$ cat config.mk
export PLATFORM = sky130hd
export DESIGN_NAME = time_set_counter
export DESIGN_NICKNAME = d
export VERILOG_FILES = /design/src/rtl/time_set_counter.sv
export SDC_FILE = /design/constraint.sdc
export NUM_CORES = 1
export LEC_CHECK = 0
export BUFFER_PORTS_ARGS = -buffer_cell sky130_fd_sc_hd__buf_2
export CORE_MARGIN = 2
export CORE_UTILIZATION = 61
export DETAILED_ROUTE_END_ITERATION = 8
export GPL_TIMING_DRIVEN = 0
export PLACE_DENSITY = 0.76
export REMOVE_ABC_BUFFERS = 1
export SYNTH_ARGS = -nofsm -noshare
export SYNTH_HDL_FRONTEND = slang
export SYNTH_SLANG_ARGS = --single-unit
$ cat constraint.sdc
create_clock -name clk -period 4.5 [get_ports clk]
set_input_delay 0.225 -clock clk [delete_from_list [all_inputs] [get_ports clk]]
set_output_delay 0.225 -clock clk [all_outputs]
set_load 0.05 [all_outputs]
$ cat src/rtl/time_set_counter.sv
// Editable six-field RTC time/date register bank with a sequential req/ack write-out.
// Optional build macro DAY_LIMIT_EN: month/leap-year aware day limit with clamping.
module time_set_counter #(
    parameter int FIELDS = 6
) (
    input  logic       clk,
    input  logic       rst_n,
    input  logic       edit_en,
    input  logic       btn_up,
    input  logic       btn_down,
    input  logic       btn_left,
    input  logic       btn_right,
    input  logic       commit,
    input  logic       wr_ack,
    output logic [7:0] number,
    output logic [2:0] field,
    output logic       wr_req,
    output logic       busy,
    output logic [1:0] o_dbg_state
);

    // Handshake: a field transfers on every rising edge where wr_req and wr_ack
    // are both high; wr_req never drops mid-sequence and number/field hold until then.

    localparam logic [2:0] F_SEC   = 3'd0;
    localparam logic [2:0] F_MIN   = 3'd1;
    localparam logic [2:0] F_HOUR  = 3'd2;
    localparam logic [2:0] F_DAY   = 3'd3;
    localparam logic [2:0] F_MONTH = 3'd4;
    localparam logic [2:0] F_YEAR  = 3'd5;

    typedef enum logic [1:0] {
        ST_IDLE  = 2'd0,
        ST_EDIT  = 2'd1,
        ST_WRITE = 2'd2
    } state_t;

    state_t     r_state;
    logic [6:0] r_val [FIELDS];
    logic [2:0] r_field;
    logic       r_wr_req;
    logic       r_busy;

    logic [6:0] w_cur;
    logic [6:0] w_min;
    logic [6:0] w_max;
    logic [6:0] w_stepped;
    logic [6:0] w_dmax_cur;
    logic [6:0] w_nxt_val [FIELDS];
    logic [2:0] w_field_nxt;
    logic       w_inc;
    logic       w_dec;
    logic       w_ack;

    // Minimum of each field; doubles as its reset value.
    function automatic logic [6:0] field_min(input logic [2:0] idx);
        return (idx == F_DAY || idx == F_MONTH) ? 7'd1 : 7'd0;
    endfunction

    function automatic logic [6:0] field_max(input logic [2:0] idx, input logic [6:0] dmax);
        case (idx)
            F_SEC, F_MIN: return 7'd59;
            F_HOUR:       return 7'd23;
            F_DAY:        return dmax;
            F_MONTH:      return 7'd12;
            default:      return 7'd99;
        endcase
    endfunction

`ifdef DAY_LIMIT_EN
    logic [6:0] w_dmax_nxt;

    function automatic logic [6:0] day_max(input logic [6:0] month, input logic [6:0] year);
        case (month)
            7'd2:                    return ((year % 7'd4) == 7'd0) ? 7'd29 : 7'd28;
            7'd4, 7'd6, 7'd9, 7'd11: return 7'd30;
            default:                 return 7'd31;
        endcase
    endfunction

    assign w_dmax_cur = day_max(r_val[F_MONTH], r_val[F_YEAR]);
`else
    assign w_dmax_cur = 7'd31;
`endif

    always_comb begin
        w_cur = r_val[0];
        for (int i = 0; i < FIELDS; i++) begin
            if (r_field == 3'(i)) w_cur = r_val[i];
        end
    end

    assign w_inc = btn_up & ~btn_down;
    assign w_dec = btn_down & ~btn_up;
    assign w_min = field_min(r_field);
    assign w_max = field_max(r_field, w_dmax_cur);
    assign w_ack = r_wr_req & wr_ack;

    always_comb begin
        w_stepped = w_cur;
        if (w_inc) w_stepped = (w_cur >= w_max) ? w_min : w_cur + 7'd1;
        if (w_dec) w_stepped = (w_cur <= w_min) ? w_max : w_cur - 7'd1;
    end

    always_comb begin
        for (int i = 0; i < FIELDS; i++) begin
            w_nxt_val[i] = (r_field == 3'(i)) ? w_stepped : r_val[i];
        end
`ifdef DAY_LIMIT_EN
        // A month/year change can shrink the day limit below the stored day.
        w_dmax_nxt = day_max(w_nxt_val[F_MONTH], w_nxt_val[F_YEAR]);
        if (w_nxt_val[F_DAY] > w_dmax_nxt) w_nxt_val[F_DAY] = w_dmax_nxt;
`endif
    end

    always_comb begin
        w_field_nxt = r_field;
        if (btn_right && !btn_left) w_field_nxt = (r_field == F_YEAR) ? F_SEC : r_field + 3'd1;
        if (btn_left && !btn_right) w_field_nxt = (r_field == F_SEC) ? F_YEAR : r_field - 3'd1;
    end

    always_ff @(posedge clk or negedge rst_n) begin
        if (!rst_n) begin
            r_state  <= ST_IDLE;
            r_field  <= F_SEC;
            r_wr_req <= 1'b0;
            r_busy   <= 1'b0;
            for (int i = 0; i < FIELDS; i++) r_val[i] <= field_min(3'(i));
        end else begin
            case (r_state)
                ST_IDLE: begin
                    if (commit) begin
                        r_state  <= ST_WRITE;
                        r_field  <= F_SEC;
                        r_wr_req <= 1'b1;
                        r_busy   <= 1'b1;
                    end else if (edit_en) begin
                        r_state <= ST_EDIT;
                    end
                end
                ST_EDIT: begin
                    if (commit) begin
                        r_state  <= ST_WRITE;
                        r_field  <= F_SEC;
                        r_wr_req <= 1'b1;
                        r_busy   <= 1'b1;
                    end else if (!edit_en) begin
                        r_state <= ST_IDLE;
                    end else begin
                        for (int i = 0; i < FIELDS; i++) r_val[i] <= w_nxt_val[i];
                        r_field <= w_field_nxt;
                    end
                end
                ST_WRITE: begin
                    if (w_ack) begin
                        if (r_field == F_YEAR) begin
                            r_wr_req <= 1'b0;
                            r_busy   <= 1'b0;
                            r_field  <= F_SEC;
                            r_state  <= edit_en ? ST_EDIT : ST_IDLE;
                        end else begin
                            r_field <= r_field + 3'd1;
                        end
                    end
                end
                default: r_state <= ST_IDLE;
            endcase
        end
    end

    assign number      = {1'b0, w_cur};
    assign field       = r_field;
    assign wr_req      = r_wr_req;
    assign busy        = r_busy;
    assign o_dbg_state = r_state;

endmodule

* Word level (Yosys, flattened, before mapping)
Cells that the tools add are included.
Storage, ports and cells: register bits 48, bits in latches 0, bits in writable memories 0, bits in read-only memories 0, output and inout bits 15, word-level logic and storage cells 88, memories kept 0
Cells by class: add/sub/neg operators 4, $mul 0, div/mod/pow operators 0, $lt $le $gt $ge 2, eq/ne operators 15, shift-type cells 0, muxes and demuxes 32, bitwise gates (word level) 6, reduce and logical (&&, ||, !) cells 20
Operators by type and width (count):
- 7-bit two-way mux | 9
- 4-bit AND reduction | 8
- 7-bit case mux with 4 select lines | 1
- 3-bit two-way mux | 8
- 2-bit two-way mux | 6
- 3-bit != test (second input constant) | 3
- 3-bit case mux with 3 select lines | 1
- 7-bit by 1-bit adder with 7-bit output (second input constant) | 1
- 7-bit >= comparator | 1
- 7-bit by 1-bit <= comparator with 1-bit output | 1
- 7-bit by 1-bit subtractor with 7-bit output (second input constant) | 1
- 3-bit by 2-bit equality test with 1-bit output (second input constant) | 2
- 3-bit equality test (second input constant) | 2
- 2-bit != test (second input constant) | 3
- 2-bit case mux with 3 select lines | 1
- 1-bit two-way mux | 5
- 5-bit AND reduction | 1
- 4-bit != test (second input constant) | 1
- 2-bit OR reduction | 2
- 3-bit by 1-bit adder with 3-bit output (second input constant) | 1
- 1-bit bitwise AND | 3
- 3-bit by 1-bit equality test with 1-bit output (second input constant) | 1
- 3-bit zero test | 1
- 1-bit inverter | 3
- other kinds (11) | 13

* Depth between registers and ports, before layout
Gate-level depths: netlist of the first run.
word-level depth 10, mapped depth 20

* Least setup slack after synthesis of the first run
No wires, ideal clock.
kind register to register, start point register r_field[0], in the netlist field[0], end point register r_val[40] (netlist bit), arrival time 5.362 ns, data required time 4.432 ns, path slack -0.930 ns, stages on the path, launching flop included 13, buffers on the path 4, clock period less this slack 5.430 ns, path through dfrtp_1 -> buf_6 -> buf_2 -> buf_2 -> and2_1 -> ha_1 -> clkbuf_1 -> o41ai_1 -> ha_1 -> a21oi_1 -> o21ai_0 -> o31ai_1 -> mux2_2
Between the ends: cells in the longest elaborated chain, start to end 10, elaborated cells between the ends (all ways) 24, those cells by class add/sub (2); order compare (2); eq/ne (5); mux (11); reduce/logical (4)
Ends and longest elaborated chain:
- start, declared | line 40 | logic [2:0] r_field;
- start signal, assigned | line 151 | r_field <= w_field_nxt;
- start signal, assigned | line 162 | r_field <= r_field + 3'd1;
- 3-bit by 1-bit equality test with 1-bit output | line 89 | if (r_field == 3'(i)) w_cur = r_val[i];
- 7-bit two-way mux (4 in a row) | line 89
- 7-bit two-way mux (*) | line 89
- named net number[6] | line 15 | output logic [7:0] number,
- 7-bit >= comparator | line 101 | if (w_inc) w_stepped = (w_cur >= w_max) ? w_min : w_cur + 7'd1;
- 7-bit two-way mux (2 in a row) | line 101
- 7-bit two-way mux (*) | line 102 | if (w_dec) w_stepped = (w_cur <= w_min) ? w_max : w_cur - 7'd1;
- end, declared | line 39 | logic [6:0] r_val [FIELDS];
The timed path passes the listed nets; every way through them passes the cells marked *. A chain may end at the register's enable or synchronous reset.

* Worst setup path after layout of the first run
start point register r_field[1], in the netlist field[1], end point register r_val[35] (netlist bit)
Between the ends: cells in the longest elaborated chain, start to end 10, elaborated cells between the ends (all ways) 24, those cells by class add/sub (2); order compare (2); eq/ne (5); mux (11); reduce/logical (4)
Ends and longest elaborated chain (line):
- 3-bit by 1-bit equality test with 1-bit output | 61, 89
- 7-bit two-way mux (5 in a row) | 89
- 7-bit by 1-bit adder with 7-bit output / 7-bit >= comparator (equally long branches) | 101
- 7-bit two-way mux (2 in a row) | 101
- 7-bit two-way mux | 102
Several ways; a longest one is shown, not always the timed one.

==> results of run 1 <==
## worst paths after layout
kind / to / slack (ns) / cells after the start
max: r_val[35] / 0.20 / 15
min: r_val[13] / 0.13 / 1
max reg2reg: r_val[35] / 0.20 / 15
min reg2reg: r_val[24] / 0.50 / 2
max in group asynchronous: field[0] / 3.56 / 1
min in group clk: o_dbg_state[1] / 0.20 / 3
## metal layers
metal  GRT usage, %  vias to the layer above  part of all wire (%)
li1               -                     1414                     -
met1          43.62                     1543                    43
met2          48.21                      150                    48
met3          4.205                       18                   7.4
met4          8.421                        0                   1.7
met5              0                        -                     0
## cell usage after synthesis, drive strengths merged, types with 6 or more instances
cell / number
dfrtp: 46
nor2: 44
a21oi: 28
mux2: 27
nand2: 19
inv: 18
nor3: 18
ha: 16
o21ai: 16
buf: 14
nor2b: 11
nand2b: 10
mux2i: 9
a31oi: 7
nand3: 6
nor4: 6
or4: 6
## flip-flops by register name (all words and copies together) (netlist names)
signal / cells
r_val: 42
field: 3
o_dbg_state: 2
busy: 1
## timing repair
item,CTS,global route
pin swaps,2,1
endpoints found under the setup margin,42,24
resized for setup,13,4
setup buffers,3,4
## power breakdown
part	leakage, nW	switching [mW]	internal (mW)
clock network	0.0412	0.150	0.109
logic	0.998	1.23	0.658
registers	0.623	0.0842	0.526
total	1.66	1.46	1.29
## cell type report
type                       instances  area (um2)
timing repair buffer              30       188.9
inverter                          19       71.32
tap                               72       90.09
fill                             442        1677
multi-input combinational        293        2112
sequential                        48        1215
clock buffer                       6       72.57
clock inverter                     2       12.51
## cells by family (layout without fill, tap and decap cells)
kind of cell / count (synthesis) / after routing / synth area share [%]
multiplexers: 36 / 36 / 11.66
AND/OR/NAND/NOR: 140 / 140 / 22.00
XOR/XNOR: 4 / 4 / 1.027
adder cells (fa/ha/maj): 16 / 16 / 5.867
buffers and inverters: 37 / 57 / 4.950
flip-flops: 48 / 48 / 35.28
AO/OA/AOI/OAI: 96 / 96 / 19.11
other: 1 / 1 / 0.1099
## cells in the final DEF (no fill, tap or decap), types with 4 or more instances in the layout
| master | netlist | layout |
|---|---|---|
| inv_1 | 18 | 18 |
| a31oi_1 | 7 | 7 |
| nor2b_1 | 11 | 10 |
| buf_4 | 2 | 4 |
| o22ai_1 | 4 | 4 |
| nor3_1 | 18 | 16 |
| mux2_2 | 25 | 25 |
| or2_2 | 4 | 4 |
| ha_1 | 16 | 15 |
| o21a_1 | 4 | 4 |
| nand2b_1 | 10 | 10 |
| o21ai_0 | 15 | 14 |
| nand3_1 | 6 | 6 |
| a21oi_1 | 28 | 26 |
| or4_1 | 5 | 5 |
| buf_2 | 6 | 22 |
| nor2_1 | 44 | 44 |
| mux2i_1 | 9 | 9 |
| nand2_1 | 19 | 19 |
| clkbuf_8 | 0 | 5 |
| a21o_1 | 4 | 4 |
| dfrtp_1 | 46 | 43 |
==> impl_metrics.tcl, run 1 <==
set metrics [dict create \
    gp_congestion 0.9105 \
    grt_first_pass_wirelength_mm 14.65 \
    finalCritPeriodShare_pct 95.51 \
    stdcell_area_um2 3762 \
    drt_pass1_iterations 6 \
    track_usage_pct 30.35 \
    die_x_um 78.79 \
    maxSlewHeadroom_pct 25.44 \
    cts_made_buffers 5 \
    die_h_um 78.79 \
    synth_seq_cells 48 \
    hold_violations 0 \
    grt_pass1_vias 2938 \
    cp_data_arrival_time_ns 4.54 \
    synth_cells 378 \
    wl_per_cell_um 20.20 \
    drt_iter0_drc 351 \
    core_um2 5439 \
    yosysTopAreaCellShare_pct 33.74 \
    async_flop_share_pct 100.0 \
    startpoint "field[1]" \
    dp.final_hpwl_mm 5.932 \
    vias 3125 \
    synth_edf_count 0 \
    ant_nets 0 \
    die_area_um2 6208 \
    rows 27 \
    area_growth_pct 10.27 \
    cp_cell_sequence "and2_1 > ha_4 > or4_1 > a21oi_2 > nor2_1 > inv_1 > ha_1 > a2111oi_1 > o31ai_1 > a21oi_2 > or3_1 > o311ai_0 > a311oi_2 > buf_4 > mux2_2" \
    clockRootBuffer "clkbuf_8" \
    timing.rr.start "field[1]" \
    placed_area_um2 3541 \
    vias_per_cell 6.649 \
    fin_util_pct 69.17 \
    clk_pin_slew_worst_paths_ns 0.09 \
    critPathSlowestCell "dfrtp_4" \
    required_ns 4.74 \
    cts_tree "yes" \
    path_buf_inv 2 \
    status "finished, final reports clean" \
    fin_nets 422 \
    yosysTopAreaCell "dfrtp_1" \
    totalWireLength_mm 9.496 \
    grt_max_degree 49 \
    final_max_slew_viol_count 0 \
    p_total_mw 2.757 \
    synth_area_um2 3412 \
    synth_area_leaders "dfrtp_1 34%, mux2_2 8.3%, ha_1 5.9%, nor2_1 4.8%, a21oi_1 4.1%" \
    ir_worst_vdd_mv 0.4637 \
    cts.path.max_buffers 2 \
    antenna_found_initial 0 \
    fmax_ghz 0.2327 \
    drc_errors 0 \
    ys_warn_count 0 \
    n_antenna_cell 0 \
    syn-mean-instance-area_um2 9.027 \
    powerDensity_nw_per_um2 732.7 \
    setup_violations 0 \
    cp-end-kind "flop" \
    cts_hold_buf 0 \
    hold_ws_ns 0.1326 \
    stdcell_count 470 \
    ios 24 \
    path_common_cell "a21oi_2" \
    power.leakage_nw 1.662 \
    numClockSinks 48 \
    fin_setup_tns_ns 0 \
    h-tree-depth 2 \
    grt-ovfl-total 0 \
    fin_skew_ns 0.009009 \
    critPathTopFamily "compound AO/OA/AOI/OAI gates" \
    port_buffers 22 \
    period_needed_ns 4.298 \
    start_util_pct 62.73 \
    crit_type "flop to flop" \
    ys.flop_type "dfrtp_1" \
    critPathMaxFanout 17 \
    hold_path_class "input pin to asynchronous set/reset pin" \
    setup_ws_ns 0.2022 \
    synth.distinct_cells 64 \
    worst_pin_slew_ns 1.118 \
    yosysSeqAreaShare_pct 35.28 \
    insertion_delay_ns 0.30 \
    dp_cells 455 \
    drive_gt1_share_pct 23.37 \
    drv_cap 0 \
    cpPeakStageDelay_ns 0.58 \
    critical_path.startpoint_type "flop" \
    dp_slack_ns -1.160 \
]
(Power assumes the default switching activity.)
==> run 2: changes to the inputs <==
- CORE_UTILIZATION: 61 -> 50
- PLACE_DENSITY: 0.76 -> 0.64
==> run 2 against run 1 <==
  * Cell count grew 1.1%
  * Die area grew 21%
  * Critical path type unchanged
  * Highest routed layer unchanged
  * Clock skew shrank 0.0052 ns
  * Largest cell class unchanged
==> impl_metrics.tcl, run 2 (synthesized netlist as in run 1, its figures left out) <==
set metrics [dict create \
    status "finished, final reports clean" \
    insertion_delay_ns 0.31 \
    largest_register_ffs 42 \
    grt_max_degree 49 \
    hold_ws_ns 0.1188 \
    crit_type "flop to flop" \
    die_h_um 86.61 \
    fin_setup_tns_ns 0 \
    port_buffers 22 \
    maxSlewHeadroom_pct 27.15 \
    powerDensity_nw_per_um2 743.4 \
    vias 2964 \
    grt_first_pass_wirelength_mm 14.68 \
    wl_per_cell_um 18.75 \
    sw_frac_of_total_pct 50.77 \
    core_um2 6681 \
    final_common_cell "nor2_1" \
    antenna_found_initial 0 \
    rows 30 \
    vias_per_cell 6.240 \
    clk_pin_slew_worst_paths_ns 0.09 \
    reg2reg_slack_ns 0.23 \
    internal-power_mw 1.391 \
    die_area_um2 7500 \
    stdcell_count 475 \
    ant_nets 0 \
    n_antenna_cell 0 \
    cp_data_arrival_time_ns 4.42 \
    drt_pass1_iterations 5 \
    grt-ovfl-total 0 \
    drc_errors 0 \
    power_frac_seq_pct 22.2 \
    period_needed_ns 4.273 \
    nFillCells 599 \
    finalCritPeriodShare_pct 94.96 \
    gp_congestion 0.8689 \
    ir_worst_vdd_mv 0.2831 \
    cts_made_buffers 5 \
    critical_path.startpoint_type "flop" \
    cts_tree "yes" \
    h-tree-depth 2 \
    start_util_pct 51.07 \
    worst_pin_slew_ns 1.093 \
    cpPeakStageDelay_ns 0.61 \
    dp_slack_ns -1.216 \
    drt_iter0_drc 193 \
    die_x_um 86.61 \
    mostFrequentLayoutCells "44 x nor2_1, 43 x dfrtp_1, 26 x a21oi_1" \
    final_max_slew_viol_count 0 \
    drive_gt1_share_pct 23.54 \
    clockRootBuffer "clkbuf_8" \
    cp-end-kind "flop" \
    totalWireLength_mm 8.908 \
    ios 24 \
    setup_ws_ns 0.2270 \
    setup_violations 0 \
    fin_skew_ns 0.003830 \
    p_total_mw 2.826 \
    rsz0062_at_grt "false" \
    required_ns 4.65 \
    multi_input_area_um2 2122 \
    stdcell_area_um2 3801 \
    switching_power_mw 1.435 \
    cts.path.max_buffers 2 \
    cts_hold_buf 0 \
    critPathMaxFanout 24 \
    comb_power_share_pct 64.4 \
    area_growth_pct 11.40 \
    reg2reg_depth 14 \
    placed_area_um2 3551 \
    dp.final_hpwl_mm 6.086 \
    power.leakage_nw 1.675 \
    drv_cap 0 \
    cp_cell_sequence "and2_1 > ha_4 > or4_1 > a21oi_2 > nor2_1 > inv_1 > ha_1 > a2111oi_2 > o31ai_1 > a21oi_2 > o21ai_1 > nor3b_2 > nor4_4 > a31oi_1" \
    pwr-share-clk_pct 13.4 \
    path_common_cell "a21oi_2" \
    hold_path_class "input pin to asynchronous set/reset pin" \
    fin_util_pct 56.89 \
    track_usage_pct 25.00 \
    critPathSlowestCell "dfrtp_4" \
    numClockSinks 48 \
    dp_cells 463 \
    hold_violations 0 \
    grt_pass1_vias 2879 \
    fin_nets 419 \
    seqCellArea_um2 1215 \
    top_register "r_val" \
    fmax_ghz 0.2340 \
]
run 2: final timing paths:
kind / startpoint / end
min in group clk: commit / o_dbg_state[1]
min: rst_n / r_val[6]
min reg2reg: r_val[21] / r_val[21]
max in group asynchronous: rst_n / field[1]
max: field[1] / r_val[31]
max reg2reg: field[1] / r_val[31]
run 2: layout make-up:
cell class / instances / area share [%]
multi-input cells: 293 / 55.83
flip-flops and latches: 48 / 31.96
repair buffers: 27 / 4.082
well taps: 80 / 2.633
inverters: 19 / 1.876
clock buffers: 5 / 1.810
clock inverters: 3 / 1.810
run 2: power groups by stage:
stage	Sequential, mW	Combinational, mW	Clock, mW
final	0.627	1.82	0.378
after global routing	0.640	1.99	0.401
after CTS	0.624	1.78	0.386
after detailed placement	0.655	1.66	0
after global placement	0.651	1.62	0
after floorplan	0.664	1.23	0
run 2: worst max-delay path: cells and delay by family (launching register included):
| kind | cells | cell delay, ns |
|---|---|---|
| DFF | 1 | 0.61 |
| buffers and inverters | 1 | 0.19 |
| AOI/OAI and AO/OA | 6 | 1.28 |
| adders and majority gates | 2 | 0.44 |
| and+or+nand+nor | 5 | 1.57 |
run 2: what timing repair did:
item	in CTS	in global routing
setup endpoints to repair	42	30
pin swaps	2	0
gates cloned	0	0
setup buffers	4	0
resized for setup	13	6
run 2: metal layers:
layer	vias to the layer above	routed length [um]	part of all wire (%)	GRT usage, %
met2	81	4143	47	39.02
met1	1449	4226	47	35.67
met4	0	179	2.0	7.955
li1	1422	-	-	-
met3	12	358	4.0	3.905
met5	-	0	0	0
==> run 3: changes to the inputs <==
- BUFFER_PORTS_ARGS: -buffer_cell sky130_fd_sc_hd__buf_2 -> -buffer_cell sky130_fd_sc_hd__buf_4
- clock period: 4.5 -> 4.48 ns (I/O delays scaled with it)
==> run 3 against run 2 <==
  * Register-to-register slack worse by 0.05 ns
  * Final area increased by 1.1%
  * Count of clock-buffer cells in the layout did not move
==> impl_metrics.tcl, run 3 (synthesized netlist as in run 1, its figures left out) <==
set metrics [dict create \
    critical_path.startpoint_type "flop" \
    start_util_pct 51.07 \
    pwr-share-clk_pct 11.4 \
    clockRootBuffer "clkbuf_8" \
    fin_skew_ns 0.006397 \
    drt_iter0_drc 200 \
    ios 24 \
    wl_per_cell_um 19.55 \
    grt_max_degree 49 \
    ant_nets 0 \
    n_antenna_cell 0 \
    grt-ovfl-total 0 \
    fmax_ghz 0.2325 \
    comb_power_share_pct 66.3 \
    totalWireLength_mm 9.323 \
    numClockSinks 48 \
    period_needed_ns 4.301 \
    sw_frac_of_total_pct 51.33 \
    drv_cap 0 \
    powerDensity_nw_per_um2 739.7 \
    vias_per_cell 6.403 \
    finalCritPeriodShare_pct 96.00 \
    cp-end-kind "flop" \
    grt_first_pass_wirelength_mm 15.28 \
    status "finished, final reports clean" \
    drt_pass1_iterations 5 \
    gp_congestion 0.8917 \
    drive_gt1_share_pct 23.68 \
    rows 30 \
    final_common_cell "nor2_1" \
    drc_errors 0 \
    crit_type "flop to flop" \
    path_buf_inv 2 \
    ir_worst_vdd_mv 0.2091 \
    die_area_um2 7500 \
    h-tree-depth 2 \
    port_buffers 22 \
    cpPeakStageDelay_ns 0.58 \
    dp_slack_ns -1.301 \
    mostFrequentLayoutCells "44 x nor2_1, 43 x dfrtp_1, 26 x a21oi_1, 26 x buf_4, 25 x mux2_2" \
    critPathMaxFanout 17 \
    cts.path.max_buffers 2 \
    cts_tree "yes" \
    grt_pass1_vias 2963 \
    clk_pin_slew_worst_paths_ns 0.09 \
    fin_nets 421 \
    required_ns 4.63 \
    setup_violations 0 \
    area_growth_pct 12.58 \
    track_usage_pct 26.12 \
    cts_made_buffers 5 \
    critPathSlowestCell "dfrtp_4" \
    cp_cell_sequence "inv_1 > ha_4 > a21oi_1 > a211oi_1 > nor2_1 > inv_1 > ha_1 > o21a_1 > nor2_1 > o31ai_1 > a21oi_2 > o21ai_1 > nor3b_2 > nor4_4 > a31oi_1" \
    internal-power_mw 1.383 \
    critPathTopFamily "compound AO/OA/AOI/OAI gates" \
    fin_setup_tns_ns 0 \
    power_frac_seq_pct 22.3 \
    core_um2 6681 \
    die_x_um 86.61 \
    final_max_slew_viol_count 0 \
    largest_register_ffs 42 \
    hold_violations 0 \
    vias 3054 \
    power.leakage_nw 1.683 \
    insertion_delay_ns 0.31 \
    antenna_found_initial 0 \
    switching_power_mw 1.458 \
    die_h_um 86.61 \
    dp.final_hpwl_mm 6.094 \
    worst_pin_slew_ns 1.046 \
    hold_path_class "input pin to flop" \
    maxSlewHeadroom_pct 29.99 \
    rsz0062_at_grt "false" \
    setup_ws_ns 0.1791 \
    cp_data_arrival_time_ns 4.45 \
    p_total_mw 2.841 \
    top_register "r_val" \
]
## run 3: worst paths after layout
check	slack, ns	to	start	depth (start not counted)
max in group asynchronous	3.54	field[0]	rst_n	2
worst min-delay path	0.19	o_dbg_state[1]	commit	3
worst max-delay path	0.18	r_val[17]	field[2]	15
worst max register to register	0.18	r_val[17]	field[2]	15
worst min register to register	0.50	r_val[24]	r_val[24]	2
min in group asynchronous	0.48	field[2]	rst_n	2
## run 3: tightest hold or removal path, stage by stage
cell	delay, ns
buf_4	0.13
o2111ai_1	0.07
nand2_1	0.05
## run 3: power by group through the flow
stage	Sequential [mW]	Combinational (mW)	Clock, mW
6_report	0.633	1.88	0.325
5_1_grt	0.645	2.04	0.356
4_1_cts	0.628	1.85	0.336
3_5_place_dp	0.658	1.70	0
3_3_place_gp	0.654	1.68	0
2_1_floorplan	0.667	1.23	0
## run 3: cell type report
cell class / instances / area (um2)
fill: 620 / 2840
multi-input combinational: 293 / 2115
sequential: 48 / 1215
timing repair buffer: 29 / 225.2
tap: 80 / 100.1
inverter: 19 / 71.32
clock buffer: 5 / 68.82
clock inverter: 3 / 46.29
## run 3: repair_timing
item,4_1_cts,5_1_grt
setup buffers,4,0
pin swaps,2,0
gates resized for setup,16,4
endpoints found under the setup margin,42,18
hold endpoints to repair,46,0
hold buffers,1,0
## run 3: layer usage
layer  up-vias  wire (um)  track usage [%]
met1      1504       4402            37.00
met5         -          0                0
met4         0        185            10.09
li1       1419          -                -
met2       110       4187            40.00
met3        21        547            4.286
## run 3: stage by stage
stage / std cells / utilization [%] / hold slack [ns] / cell area (um2)
final: 477 / 57.49 / 0.1883 / 3841
after global routing: 477 / 57.49 / 0.1988 / 3841
after CTS: 476 / 57.17 / 0.1810 / 3820
after detailed placement: 463 / 53.97 / 0.2906 / 3606
after global placement: 462 / 53.58 / 0.2873 / 3580
after floorplan: 360 / - / -0.07159 / 3314
